`src/rtl/radio_pkg.sv`:
```
// Shared FM-radio project package: constants and helpers every streaming stage
// and FIFO instance agrees on.
package radio_pkg;

    localparam int FIFO_DATA_WIDTH_DEFAULT    = 32;
    localparam int FIFO_BUFFER_SIZE_DEFAULT   = 16;
    localparam int ALMOST_FULL_THRESH_DEFAULT = 12;

    // Pointer width for a power-of-two FIFO depth.
    function automatic int addr_width(input int depth);
        return $clog2(depth);
    endfunction

endpackage

```
`src/rtl/fifo_mem.sv`:
```
// Simple dual-port register array: synchronous write port, asynchronous read port.
module fifo_mem
    import radio_pkg::*;
#(
    parameter int DATA_WIDTH = FIFO_DATA_WIDTH_DEFAULT,
    parameter int DEPTH      = FIFO_BUFFER_SIZE_DEFAULT,
    parameter int ADDR_WIDTH = addr_width(DEPTH)
) (
    input  logic                  clock,
    input  logic                  we,
    input  logic [ADDR_WIDTH-1:0] waddr,
    input  logic [DATA_WIDTH-1:0] wdata,
    input  logic [ADDR_WIDTH-1:0] raddr,
    output logic [DATA_WIDTH-1:0] rdata
);

    logic [DATA_WIDTH-1:0] mem [DEPTH];

    // NOTE: the array has no reset; clearing it would cost a mux per bit and
    // nothing downstream reads a slot before it has been written.
    // NOTE: sequential state uses <= so every reader of mem sees the pre-edge value.
    always_ff @(posedge clock) begin
        if (we) begin
            mem[waddr] <= wdata;
        end
    end

    assign rdata = mem[raddr];

endmodule

```
`src/rtl/fifo_fwft.sv`:
```
// First-word-fall-through synchronous FIFO linking adjacent DSP stages:
// head word is valid on dout whenever empty=0 and is popped by rd_en in that cycle.
module fifo_fwft
    import radio_pkg::*;
#(
    parameter int FIFO_DATA_WIDTH    = FIFO_DATA_WIDTH_DEFAULT,
    parameter int FIFO_BUFFER_SIZE   = FIFO_BUFFER_SIZE_DEFAULT,
    parameter int ALMOST_FULL_THRESH = ALMOST_FULL_THRESH_DEFAULT
) (
    input  logic                                  clock,
    input  logic                                  reset,
    input  logic                                  wr_en,
    input  logic [FIFO_DATA_WIDTH-1:0]            din,
    output logic                                  full,
    output logic                                  almost_full,
    input  logic                                  rd_en,
    output logic [FIFO_DATA_WIDTH-1:0]            dout,
    output logic                                  empty,
    output logic [addr_width(FIFO_BUFFER_SIZE):0] level,
    output logic                                  overflow,
    output logic                                  underflow
);

    localparam int ADDR_W  = addr_width(FIFO_BUFFER_SIZE);
    localparam int LEVEL_W = ADDR_W + 1;

    logic [ADDR_W-1:0]          wr_ptr;
    logic [ADDR_W-1:0]          rd_ptr;
    logic [LEVEL_W-1:0]         count;
    logic [LEVEL_W-1:0]         count_next;
    logic                       wr_accept;
    logic                       rd_accept;
    logic [FIFO_DATA_WIDTH-1:0] head;

    // Flags come straight from the registered count, so they never glitch on
    // same-cycle requests.
    assign empty       = (count == '0);
    assign full        = (count == LEVEL_W'(FIFO_BUFFER_SIZE));
    assign almost_full = (count >= LEVEL_W'(ALMOST_FULL_THRESH));
    assign level       = count;

    assign wr_accept = wr_en & ~full;
    assign rd_accept = rd_en & ~empty;

    fifo_mem #(
        .DATA_WIDTH (FIFO_DATA_WIDTH),
        .DEPTH      (FIFO_BUFFER_SIZE),
        .ADDR_WIDTH (ADDR_W)
    ) u_mem (
        .clock (clock),
        .we    (wr_accept & ~reset),
        .waddr (wr_ptr),
        .wdata (din),
        .raddr (rd_ptr),
        .rdata (head)
    );

    // Uninitialised storage is masked while empty so dout reads zero out of reset.
    assign dout = empty ? '0 : head;

    // NOTE: count_next gets a default first so no path through the block infers a latch.
    always_comb begin
        count_next = count;
        unique case ({wr_accept, rd_accept})
            2'b10:   count_next = count + LEVEL_W'(1);
            2'b01:   count_next = count - LEVEL_W'(1);
            default: count_next = count;
        endcase
    end

    always_ff @(posedge clock) begin
        if (reset) begin
            wr_ptr    <= '0;
            rd_ptr    <= '0;
            count     <= '0;
            overflow  <= 1'b0;
            underflow <= 1'b0;
        end else begin
            if (wr_accept) begin
                wr_ptr <= wr_ptr + ADDR_W'(1);
            end
            if (rd_accept) begin
                rd_ptr <= rd_ptr + ADDR_W'(1);
            end
            count <= count_next;
            if (wr_en && full) begin
                overflow <= 1'b1;
            end
            if (rd_en && empty) begin
                underflow <= 1'b1;
            end
        end
    end

endmodule

```
`config.mk`:
```
export PLATFORM = sky130hd
export DESIGN_NAME = fifo_fwft
export DESIGN_NICKNAME = d
export VERILOG_FILES = /design/src/rtl/radio_pkg.sv /design/src/rtl/fifo_mem.sv /design/src/rtl/fifo_fwft.sv
export SDC_FILE = /design/constraint.sdc
export NUM_CORES = 1
export LEC_CHECK = 0
export ABC_AREA = 1
export BUFFER_PORTS_ARGS = -buffer_cell sky130_fd_sc_hd__buf_2
export CORE_ASPECT_RATIO = 1.75
export CORE_UTILIZATION = 45
export CTS_CLUSTER_SIZE = 16
export DETAILED_ROUTE_END_ITERATION = 8
export PLACE_DENSITY = 0.59
export SLEW_MARGIN = 20
export SYNTH_ARGS = -nofsm -noshare
export SYNTH_HDL_FRONTEND = slang
export SYNTH_HIERARCHICAL = 1
export SYNTH_SLANG_ARGS = --single-unit
```
`constraint.sdc`:
```
create_clock -name clock -period 6.4 [get_ports clock]
set_input_delay 0.96 -clock clock [delete_from_list [all_inputs] [get_ports clock]]
set_output_delay 0.96 -clock clock [all_outputs]
set_load 0.005 [all_outputs]
```
# Yosys cells after proc, flatten, opt, wreduce, memory -nomap -nowiden
# Memories as Yosys holds them, arrays and structs flattened. A register that Yosys moved wholly into a read port is not among the register bits.
# Cells that the tools add are included.
[word_totals] reg_bits=15 mem_bits_rw=512 out_inout_bits=42 mem_count=1
[op_classes] addsub=4 magnitude_cmp=1 n_eq_ne=3 mux=6 bitwise_logic=6 reduce_logical=4
[memory_table] name="u_mem.mem" depth=16 width=32 read_ports=1 rd_clocked_by_memory_dff=1 wr=1 line="fifo_mem.sv:17" text="logic [DATA_WIDTH-1:0] mem [DEPTH];"
[ops] cell="32-bit 2-to-1 mux" count=1
[ops] cell="5-bit one-hot mux with 2 select lines" count=1
[ops] cell="4-bit by 1-bit adder with 4-bit output (second input constant)" count=2
[ops] cell="4-bit 2-to-1 mux" count=2
[ops] cell="5-bit by 1-bit adder with 5-bit output (second input constant)" count=1
[ops] cell="5-bit == test (second input constant)" count=1
[ops] cell="5-bit by 4-bit greater-or-equal comparator with 1-bit output (second input constant)" count=1
[ops] cell="5-bit logical NOT" count=1
[ops] cell="5-bit by 1-bit subtractor with 5-bit output (second input constant)" count=1
[ops] cell="1-bit bitwise AND" count=3
[ops] cell="1-bit NOT" count=3
[ops] cell="2-bit by 1-bit == test with 1-bit output (second input constant)" count=1
[ops] cell="2-bit == test (second input constant)" count=1
[ops] cell="1-bit logical AND" count=2
[ops] cell="1-bit 2-to-1 mux" count=2
[ops] cell="2-bit nonzero test" count=1

# Logic depth before layout (Yosys ltp)
# Gate-level depths: netlist (run 1).
[logic_depth] depth_word=6 depth_mapped=16

# Cells and area by module
# Netlist (run 1), hierarchy kept.
[by_module_without_submodules] mod="fifo_mem" instances=1 cells_each=2088 area_each_um2=22089.9 seq_area_each_um2=15374.7
[by_module_without_submodules] mod="fifo_fwft" instances=1 cells_each=183 area_each_um2=1129.8 seq_area_each_um2=300.3

# Worst setup path after synthesis (run 1)
# No wires, ideal clock.
[synth_path] path_kind="input-to-reg" from="input port reset" to="memory u_mem/mem[12][0] (netlist bit) (enable)" setup_ps=421 arrival_time_ps=2838 required_time_ps=5979 path_slack_ps=3141 path_stages=4 cell_sequence="buf_2 -> nor2_1 -> nand3_1 -> nor2_1"
[synth_between] elab_chain_cells=4
[synth_rtl] element="from (decl)" line="fifo_fwft.sv:11" text="input logic reset,"
[synth_rtl] element="1-bit NOT" line="fifo_fwft.sv:51" text=".we (wr_accept & ~reset),"
[synth_rtl] element="1-bit bitwise AND" line="fifo_fwft.sv:51"
[synth_rtl] element="1-bit 2-to-1 mux" line="fifo_mem.sv:23" text="if (we) begin"
[synth_rtl] element="1-bit 2-to-1 mux (implied by the code)" line="fifo_mem.sv:24" text="mem[waddr] <= wdata;"
[synth_rtl] element="to (decl)" line="fifo_mem.sv:17"
# Every way passes these cells.

==> results of run 1 <==
==> registers in the layout, summed over array words and instances, names as in the netlist <==
name / count
wr_ptr: 4
level: 5
u_mem/mem: 512
underflow: 1
rd_ptr: 4
overflow: 1
==> final cells by class <==
type | instances | area [µm²]
Antenna cell | 1 | 2.50
Clock buffer | 56 | 1250
Clock inverter | 26 | 189
Fill cell | 4512 | 25200
Inverter | 443 | 1670
Multi-Input combinational cell | 1192 | 5280
Sequential cell | 527 | 15700
Tap cell | 666 | 833
Timing Repair Buffer | 103 | 601
==> worst max-delay path: cells and delay by family (launching register included) <==
family / cells / cell delay, ps
DFF: 1 / 500
buffers and inverters: 5 / 2030
and+or+nand+nor: 7 / 630
==> metrics by stage <==
step | power, mW | cell area (µm²)
after floorplan | 5.62 | 23200
after global placement | 6.20 | 24000
after detailed placement | 6.23 | 24000
after CTS | 8.93 | 25500
after global routing | 9.32 | 25500
final | 8.86 | 25500
==> path summary, 6_finish.rpt <==
kind	startpoint	end	slack (ps)
setup / recovery	rd_ptr[0]	dout[5]	1610
hold / removal	underflow	underflow	470
setup reg to reg	level[2]	level[4]	3300
hold reg to reg	underflow	underflow	470
==> power groups by stage <==
stage / clock network (mW) / registers [mW] / logic, mW
finish: 2.71 / 3.97 / 2.17
floorplan: 0 / 3.97 / 1.65
CTS: 2.77 / 4.01 / 2.15
global placement: 0 / 4.08 / 2.12
global route: 2.88 / 3.99 / 2.46
detailed placement: 0 / 4.09 / 2.14
==> per-layer routing <==
| metal | vias up | track usage | share of wire |
|---|---|---|---|
| met5 | - | 0 | 0.00041 |
| met4 | 4 | 0.0787 | 0.034 |
| met3 | 122 | 0.0274 | 0.048 |
| met2 | 411 | 0.392 | 0.51 |
| met1 | 7468 | 0.262 | 0.40 |
| li1 | 7355 | - | - |
==> cells in the mapped netlist (2+ instances only) <==
cell type	instances	area (µm²)
sky130_fd_sc_hd__buf_4	6	45.0
sky130_fd_sc_hd__buf_6	29	327
sky130_fd_sc_hd__edfxtp_1	512	15400
sky130_fd_sc_hd__inv_1	437	1640
sky130_fd_sc_hd__buf_2	45	225
sky130_fd_sc_hd__clkbuf_1	14	52.6
sky130_fd_sc_hd__nand2_1	729	2740
sky130_fd_sc_hd__ha_1	6	75.1
sky130_fd_sc_hd__o21ai_0	5	25.0
sky130_fd_sc_hd__buf_1	14	52.6
sky130_fd_sc_hd__a21oi_1	12	60.1
sky130_fd_sc_hd__xor2_1	4	35.0
sky130_fd_sc_hd__nand2_4	2	22.5
sky130_fd_sc_hd__nor2_1	27	101
sky130_fd_sc_hd__inv_2	5	18.8
sky130_fd_sc_hd__nand3_2	2	20.0
sky130_fd_sc_hd__o21ai_1	4	20.0
sky130_fd_sc_hd__nand3b_1	2	15.0
sky130_fd_sc_hd__dfxtp_1	15	300
sky130_fd_sc_hd__nand3_1	390	1950
sky130_fd_sc_hd__xnor2_1	2	17.5
==> logic make-up after synthesis <==
kind of cell	count (synthesis)
AND/OR/NAND/NOR	1157
XOR/XNOR	6
buffers and inverters	552
flip-flops	527
AO/OA/AOI/OAI	23
adder cells (fa/ha/maj)	6
==> metrics.txt, run 1 <==
Final Hold Fails=0; count of flip-flops with a built-in enable after synthesis=512; Clk Latency, worst-skew pair=560 ps; starting density of the core=0.458; dominant synthesized flop cell=sky130_fd_sc_hd__edfxtp_1; overflow left after global routing=0; Boundary Pins=78; CTS sink cnt=527; area enclosed by the die boundary=52500 µm²; status=complete, no violations; ys async rst share=0; number of standard cells in the layout, taps in and fillers out=3014; Core Footprint=50700 µm²; clock tree buffer depth=3; global-route wire length before repair=85300 µm; number of DRC violations after detailed routing=0; Peak supply drop=449 µV; HPWL reported at the end of detailed placement=28100 µm; total net switching power=2.79 mW; achievable frequency=209 MHz; Post-Synthesis Cells=2271; fin util=0.503; number of synthesized register bits=527; commonest cells after routing, fill and taps aside=sky130_fd_sc_hd__nand2_1 (729), sky130_fd_sc_hd__edfxtp_1 (512), sky130_fd_sc_hd__inv_1 (435); Synth Warn #=6; TritonRoute pass-1 iters=5; buffers inserted by post-CTS timing repair=0; Worst Hold Path Cells=2; Port Buffer Count=77; WL/cell=18.5 µm; list of cells traversed by the critical path=buf_16 -> inv_6 -> buf_4 -> nand2_1 -> nand2_1 -> nand2_1 -> nand3_1 -> nand3_1 -> nand2_1 -> nand2_1 -> inv_1 -> buf_2; placement row count=109; Critical Path Start Type=flip-flop; clock transition time at the flip-flop clock pins of the worst setup and hold paths=60 ps; RSZ-0062 raised after global routing=no; adder-cell share of the synthesized area=0.00323; synthesized-area fraction occupied by ao, oa, aoi and oai cells=0.00539; portion of the post-synthesis area used by sequential elements=0.675; leak pwr=11.0 nW; setup violation total in the final timing report=0; Hold/Removal Path Class=reg2reg; Reg2Reg Depth=16; combinational family with the most area after synthesis=simple AND/OR/NAND/NOR gates; crit path time final=4790 ps; signed area change from the synthesized netlist to the final layout=9.89%; crit end category=output port; least setup slack across all paths after layout=1610 ps; fin crit share=0.748; Global Route Usage Sum=0.215; antenna violations before repair=3; width of the chip=174 µm; transition time at the pin with the least slew margin=1110 ps; root buffer selected by CTS=sky130_fd_sc_hd__clkbuf_16; iteration-0 DRC count of the detailed router=1180; total negative slack for setup checks=0 ps; part of the power in combinational logic=0.245; post-place setup slack=2170 ps; most common cell after layout, fill and taps aside=sky130_fd_sc_hd__nand2_1; Hold Worst Slack=468 ps; clock skew after layout=10.6 ps; CP max stage delay=780 ps; ratio of cells with drive above 1 in the final layout=0.0861; max-slew violation count=0; number of nets in the layout=2357; proportion of synthesized area in mux cells=0; number of cells after detailed placement=2930; max-cap violation count=0; internal power=6.06 mW; CP max-delay cell=sky130_fd_sc_hd__inv_6; final wirelength=55900 µm; clock buffers created by TritonCTS=48; Via-to-Cell Ratio=5.10; start-to-end type of the worst setup path=reg2out; GP Congestion=0.768; largest net degree at the start of global routing=127; worst-path fanout max=126; H-tree levels=2; simple logic cell fraction of the synthesized area=0.211; post-synth design cell area=23200 µm²; endpoint arrival time on the critical path=3830 ps; syn nets=2313; count of antenna-violating nets left after detailed routing=0; clock tree from TritonCTS=built; library cell appearing most often on the critical path=sky130_fd_sc_hd__nand2_1; switch share=0.315; Rel. slew slack=0.258; CTS resizes=0; Unique masters post-synth=30; vias in the first global route=14729; areal power density over the cells=347 nW/µm²; clock share of power=0.306; Vert. Die Dim=303 µm; share of power burned in registers=0.449; number of buffers inserted for hold repair after clock tree synthesis=0; via total after detailed routing=15360; WP data required=5440 ps; synthesized area divided by synthesized cell count=10.2 µm²; xor and xnor fraction of the mapped netlist area=0.00226
Note: power is estimated with default switching activity, not from simulation.
==> inputs of run 2 (changes only) <==
- PLACE_DENSITY: 0.59 -> 0.61
- clock period: 6.4 -> 4.1 ns (I/O delays scaled with it)
==> metrics.txt, run 2 (same netlist as run 1, synthesis figures left out) <==
post-place setup slack=1350 ps; Via-to-Cell Ratio=5.10; area occupied by multi-input gates=5280 µm²; fin crit share=0.803; CTS resizes=0; Critical Path Start Type=flip-flop; width of the chip=174 µm; fin util=0.505; ratio of cells with drive above 1 in the final layout=0.0886; status=complete, no violations; register cell area after layout=15700 µm²; Post-Layout Inst Area=25600 µm²; antenna violations before repair=4; transition time at the pin with the least slew margin=1080 ps; achievable frequency=304 MHz; placement row count=109; buffers inserted by post-CTS timing repair=0; number of DRC violations after detailed routing=0; clock tree from TritonCTS=built; via total after detailed routing=15447; H-tree levels=2; placed inst area=24200 µm²; Global Route Usage Sum=0.222; signed area change from the synthesized netlist to the final layout=10.4%; count of antenna-violating nets left after detailed routing=0; Peak supply drop=533 µV; Port Buffer Count=77; global-route wire length before repair=88700 µm; HPWL reported at the end of detailed placement=30200 µm; iteration-0 DRC count of the detailed router=1467; number of buffers inserted for hold repair after clock tree synthesis=0; post-layout power=13.9 mW; least setup slack across all paths after layout=806 ps; Hold/Removal Path Class=in2reg; max-cap violation count=0; start-to-end type of the worst setup path=reg2out; Boundary Pins=78; max-slew violation count=0; commonest cells after routing, fill and taps aside=sky130_fd_sc_hd__nand2_1 (729), sky130_fd_sc_hd__edfxtp_1 (512), sky130_fd_sc_hd__inv_1 (435); endpoint arrival time on the critical path=2680 ps; TritonRoute pass-1 iters=5; CTS sink cnt=527; overflow left after global routing=0; flip-flop count of the largest register, all copies and words added=512; areal power density over the cells=540 nW/µm²; largest net degree at the start of global routing=167; root buffer selected by CTS=sky130_fd_sc_hd__clkbuf_16; setup violation total in the final timing report=0; crit path time final=3290 ps; starting density of the core=0.458; clock skew after layout=12.9 ps; WP data required=3480 ps; Vert. Die Dim=303 µm; total of fill cells in the finished design=4562; clock tree buffer depth=3; worst-path fanout max=93; vias in the first global route=15684; top register by number of flip-flops=u_mem/mem; RSZ-0062 raised after global routing=no; total negative slack for setup checks=0 ps; area enclosed by the die boundary=52500 µm²; Final Hold Fails=0; number of nets in the layout=2367; crit end category=output port; Core Footprint=50700 µm²; GP Congestion=0.773; WL/cell=19.1 µm; clock buffers created by TritonCTS=47; Rel. slew slack=0.277; clock transition time at the flip-flop clock pins of the worst setup and hold paths=60 ps; most common cell after layout, fill and taps aside=sky130_fd_sc_hd__nand2_1; leak pwr=11.1 nW; Clk Latency, worst-skew pair=560 ps; final wirelength=57700 µm
[run 2: metal layers]
metal,global-route usage,share of wire,vias up
met5,0,0.00052,-
met4,0.0944,0.039,4
met3,0.0287,0.054,131
met2,0.401,0.51,470
met1,0.267,0.40,7468
li1,-,-,7374
[run 2: path summary, 6_finish.rpt]
check / start / to / slack, ps / cells past startpoint
min: rd_en / underflow / 340 / 3
min reg2reg: underflow / underflow / 480 / 2
max: rd_ptr[0] / dout[10] / 810 / 10
max reg2reg: level[0] / u_mem/mem[1][27] / 1380 / 7
[run 2: final cells by class]
type | count | share of cell area
Sequential cell | 527 | 0.612
Multi-Input combinational cell | 1192 | 0.206
Inverter | 443 | 0.0652
Clock buffer | 65 | 0.0502
Tap cell | 666 | 0.0325
Timing Repair Buffer | 114 | 0.0303
Clock inverter | 18 | 0.00405
Antenna cell | 1 | 0.0000976
[run 2: report_power, final]
group	internal [mW]	switching, mW
logic	1.13	2.51
registers	6.02	0.0658
clock network	2.25	1.89
[run 2: stage by stage]
stage          std cells  hold WS (ps)
2_1_floorplan       2271           460
3_3_place_gp        2942           452
3_5_place_dp        2942           461
4_1_cts             3025           316
5_1_grt             3026           330
6_report            3026           335
[run 2: worst max-delay path, stage by stage, from the launching register on]
cell                      delay [ps]
sky130_fd_sc_hd__dfxtp_4         380
sky130_fd_sc_hd__buf_4           790
sky130_fd_sc_hd__nand2_1         140
sky130_fd_sc_hd__nand2_1         110
sky130_fd_sc_hd__nand2_1          50
sky130_fd_sc_hd__nand3_1          90
sky130_fd_sc_hd__nand3_1          80
sky130_fd_sc_hd__nand2_1         180
sky130_fd_sc_hd__nand2_1          80
sky130_fd_sc_hd__inv_1            80
sky130_fd_sc_hd__buf_2           110
==> inputs of run 3 (changes only) <==
- ABC_AREA: 1 -> 0
- clock period: 4.1 -> 2.7 ns (I/O delays scaled with it)
==> metrics.txt, run 3 <==
status=complete, but fails checks; failing checks=setup timing; WL/cell=26.3 µm; worst-path fanout max=6; signed area change from the synthesized netlist to the final layout=20.5%; simple logic cell fraction of the synthesized area=0.0309; global-route wire length before repair=66700 µm; antenna violations before repair=3; number of buffers inserted for hold repair after clock tree synthesis=0; number of nets in the layout=1148; largest net degree at the start of global routing=39; Unique masters post-synth=44; part of the power in combinational logic=0.236; crit end category=output port; Peak supply drop=541 µV; count of flip-flops with a built-in enable after synthesis=512; Synth Warn #=6; most utilized layer in the global route result=met2; Boundary Pins=78; CTS sink cnt=527; Global Route met2 Usage=0.366; count of antenna-violating nets left after detailed routing=0; Via-to-Cell Ratio=5.69; max-cap violation count=0; global-route met3 utilization=0.0249; diodes inserted=0; synthesized area divided by synthesized cell count=21.6 µm²; number of DRC violations after detailed routing=0; Core Footprint=44400 µm²; RSZ-0062 raised after global routing=yes; proportion of synthesized area in mux cells=0.144; Worst Hold Path Cells=3; achievable frequency=352 MHz; post-place setup slack=73.0 ps; iteration-0 DRC count of the detailed router=598; areal power density over the cells=842 nW/µm²; Post-Layout Inst Area=24500 µm²; root buffer selected by CTS=sky130_fd_sc_hd__clkbuf_16; TritonRoute pass-1 iters=5; clock buffers created by TritonCTS=45; WP data required=2300 ps; top register by number of flip-flops=u_mem/mem; placed inst area=22100 µm²; clock transition time at the flip-flop clock pins of the worst setup and hold paths=70 ps; max-slew violation count=0; crit path time final=2840 ps; area enclosed by the die boundary=46100 µm²; synthesized-area fraction occupied by ao, oa, aoi and oai cells=0.0313; top post-synthesis cells by count=sky130_fd_sc_hd__edfxtp_1 (512), sky130_fd_sc_hd__mux4_2 (128), sky130_fd_sc_hd__a22oi_1 (64); total of fill cells in the finished design=3403; most common cell after layout, fill and taps aside=sky130_fd_sc_hd__edfxtp_1; fin crit share=1.05; share of power burned in registers=0.451; switch share=0.257; Reg2Reg Depth=10; least setup slack across all paths after layout=-138 ps; transition time at the pin with the least slew margin=638 ps; leak pwr=7.76 nW; Rel. slew slack=0.574; ratio of cells with drive above 1 in the final layout=0.403; final wirelength=45200 µm; placement row count=102; total negative slack for setup checks=-2670 ps; clock tree from TritonCTS=built; width of the chip=163 µm; start-to-end type of the worst setup path=reg2out; via total after detailed routing=9758; cell type contributing the most total cell area after synthesis=sky130_fd_sc_hd__edfxtp_1; clock share of power=0.313; clock skew after layout=14.6 ps; fin util=0.551; leading cell type by number of instances after synthesis=sky130_fd_sc_hd__edfxtp_1; combinational family with the most area after synthesis=multiplexers; Port Buffer Count=77; FF-to-FF setup slack=120 ps; overflow left after global routing=0; flip-flop count of the largest register, all copies and words added=512; clock tree buffer depth=3; portion of the post-synthesis area used by sequential elements=0.771; post-synth design cell area=20300 µm²; GP Congestion=0.719; cell types occupying the most area after synthesis=sky130_fd_sc_hd__edfxtp_1 (76%), sky130_fd_sc_hd__mux4_2 (14%), sky130_fd_sc_hd__a22oi_1 (2.4%); Critical Path Start Type=flip-flop; HPWL reported at the end of detailed placement=24600 µm; Global Route Usage Sum=0.202; xor and xnor fraction of the mapped netlist area=0.00388; dominant synthesized flop cell=sky130_fd_sc_hd__edfxtp_1; starting density of the core=0.458; Vert. Die Dim=283 µm; adder-cell share of the synthesized area=0.00369; vias in the first global route=10402; Final Hold Fails=0; met1 routing resource usage after global routing=0.248; Post-Synthesis Cells=942; Clk Latency, worst-skew pair=560 ps; endpoint arrival time on the critical path=2430 ps; number of synthesized register bits=527; commonest cells after routing, fill and taps aside=sky130_fd_sc_hd__edfxtp_1 (512), sky130_fd_sc_hd__mux4_2 (128), sky130_fd_sc_hd__buf_2 (77); setup violation total in the final timing report=32; internal power=15.3 mW; fraction of post-synthesis cell area in the top cell type by area=0.756; Hold/Removal Path Class=in2reg; total net switching power=5.30 mW; H-tree levels=2; ys async rst share=0; syn nets=984
-- run 3: changes by cell type after synthesis, sizes merged, moves of 6 or more --
cell and delta:
a21oi -6, a22oi +64, buf -63, clkbuf +7
inv -437, mux4 +128, nand2 -697, nand3 -390
nor2b +37
-- run 3: power by group through the flow --
stage	logic (mW)	clock network [mW]	registers, mW
floorplan	2.65	0	9.43
global placement	4.18	0	9.47
detailed placement	4.20	0	9.48
CTS	4.77	6.61	9.29
global route	5.26	6.87	9.31
finish	4.86	6.45	9.29
-- run 3: routing by layer --
metal / up-vias / wire (µm)
met2: 224 / 24700
met5: - / 38
met1: 5202 / 17300
met3: 83 / 1940
met4: 6 / 1170
li1: 4243 / -
-- run 3: worst max-delay path, cell delays in order, from the launching register on --
cell                        delay [ps]
sky130_fd_sc_hd__dfxtp_4           380
sky130_fd_sc_hd__buf_12            170
sky130_fd_sc_hd__buf_12            150
sky130_fd_sc_hd__clkbuf_16         150
sky130_fd_sc_hd__mux4_2            520
sky130_fd_sc_hd__a22oi_2           190
sky130_fd_sc_hd__nand2_1            80
sky130_fd_sc_hd__nor2b_1           130
sky130_fd_sc_hd__buf_2             130
-- run 3: area by class of cell --
| class | instances | area [µm²] | share of cell area |
|---|---|---|---|
| Timing Repair Buffer | 170 | 1770 | 0.0721 |
| Tap cell | 572 | 716 | 0.0292 |
| Sequential cell | 527 | 15700 | 0.640 |
| Clock inverter | 28 | 240 | 0.00981 |
| Clock buffer | 55 | 1230 | 0.0501 |
| Multi-Input combinational cell | 356 | 4840 | 0.197 |
| Inverter | 6 | 22.5 | 0.000920 |
-- run 3: metrics by stage --
stage          hold WS [ps]  power [mW]  std cells
3_5_place_dp            458        13.7       1596
2_1_floorplan           460        12.1        942
6_report               98.0        20.6       1714
3_3_place_gp            444        13.7       1596
4_1_cts                76.8        20.7       1704
5_1_grt                 116        21.4       1714
-- run 3: repair_timing --
action	in CTS	in global routing
pin swaps	20	20
cloned	6	5
resized for setup	43	46
endpoints found under the setup margin	32	34
setup buffers	19	8
-- run 3: kinds of logic (layout without fill, tap and decap cells) --
group | count (synthesis) | in the layout
muxes | 133 | 133
adders and majority gates | 6 | 6
DFF | 527 | 527
and+or+nand+nor | 122 | 122
xor gates and xnor gates | 9 | 9
AOI/OAI and AO/OA | 86 | 86
buffers and inverters | 59 | 259
-- run 3: final timing paths --
check / startpoint / endpoint
worst min register to register: overflow / overflow
worst min-delay path: wr_en / overflow
worst max register to register: level[0] / level[4]
worst max-delay path: rd_ptr[0] / dout[29]
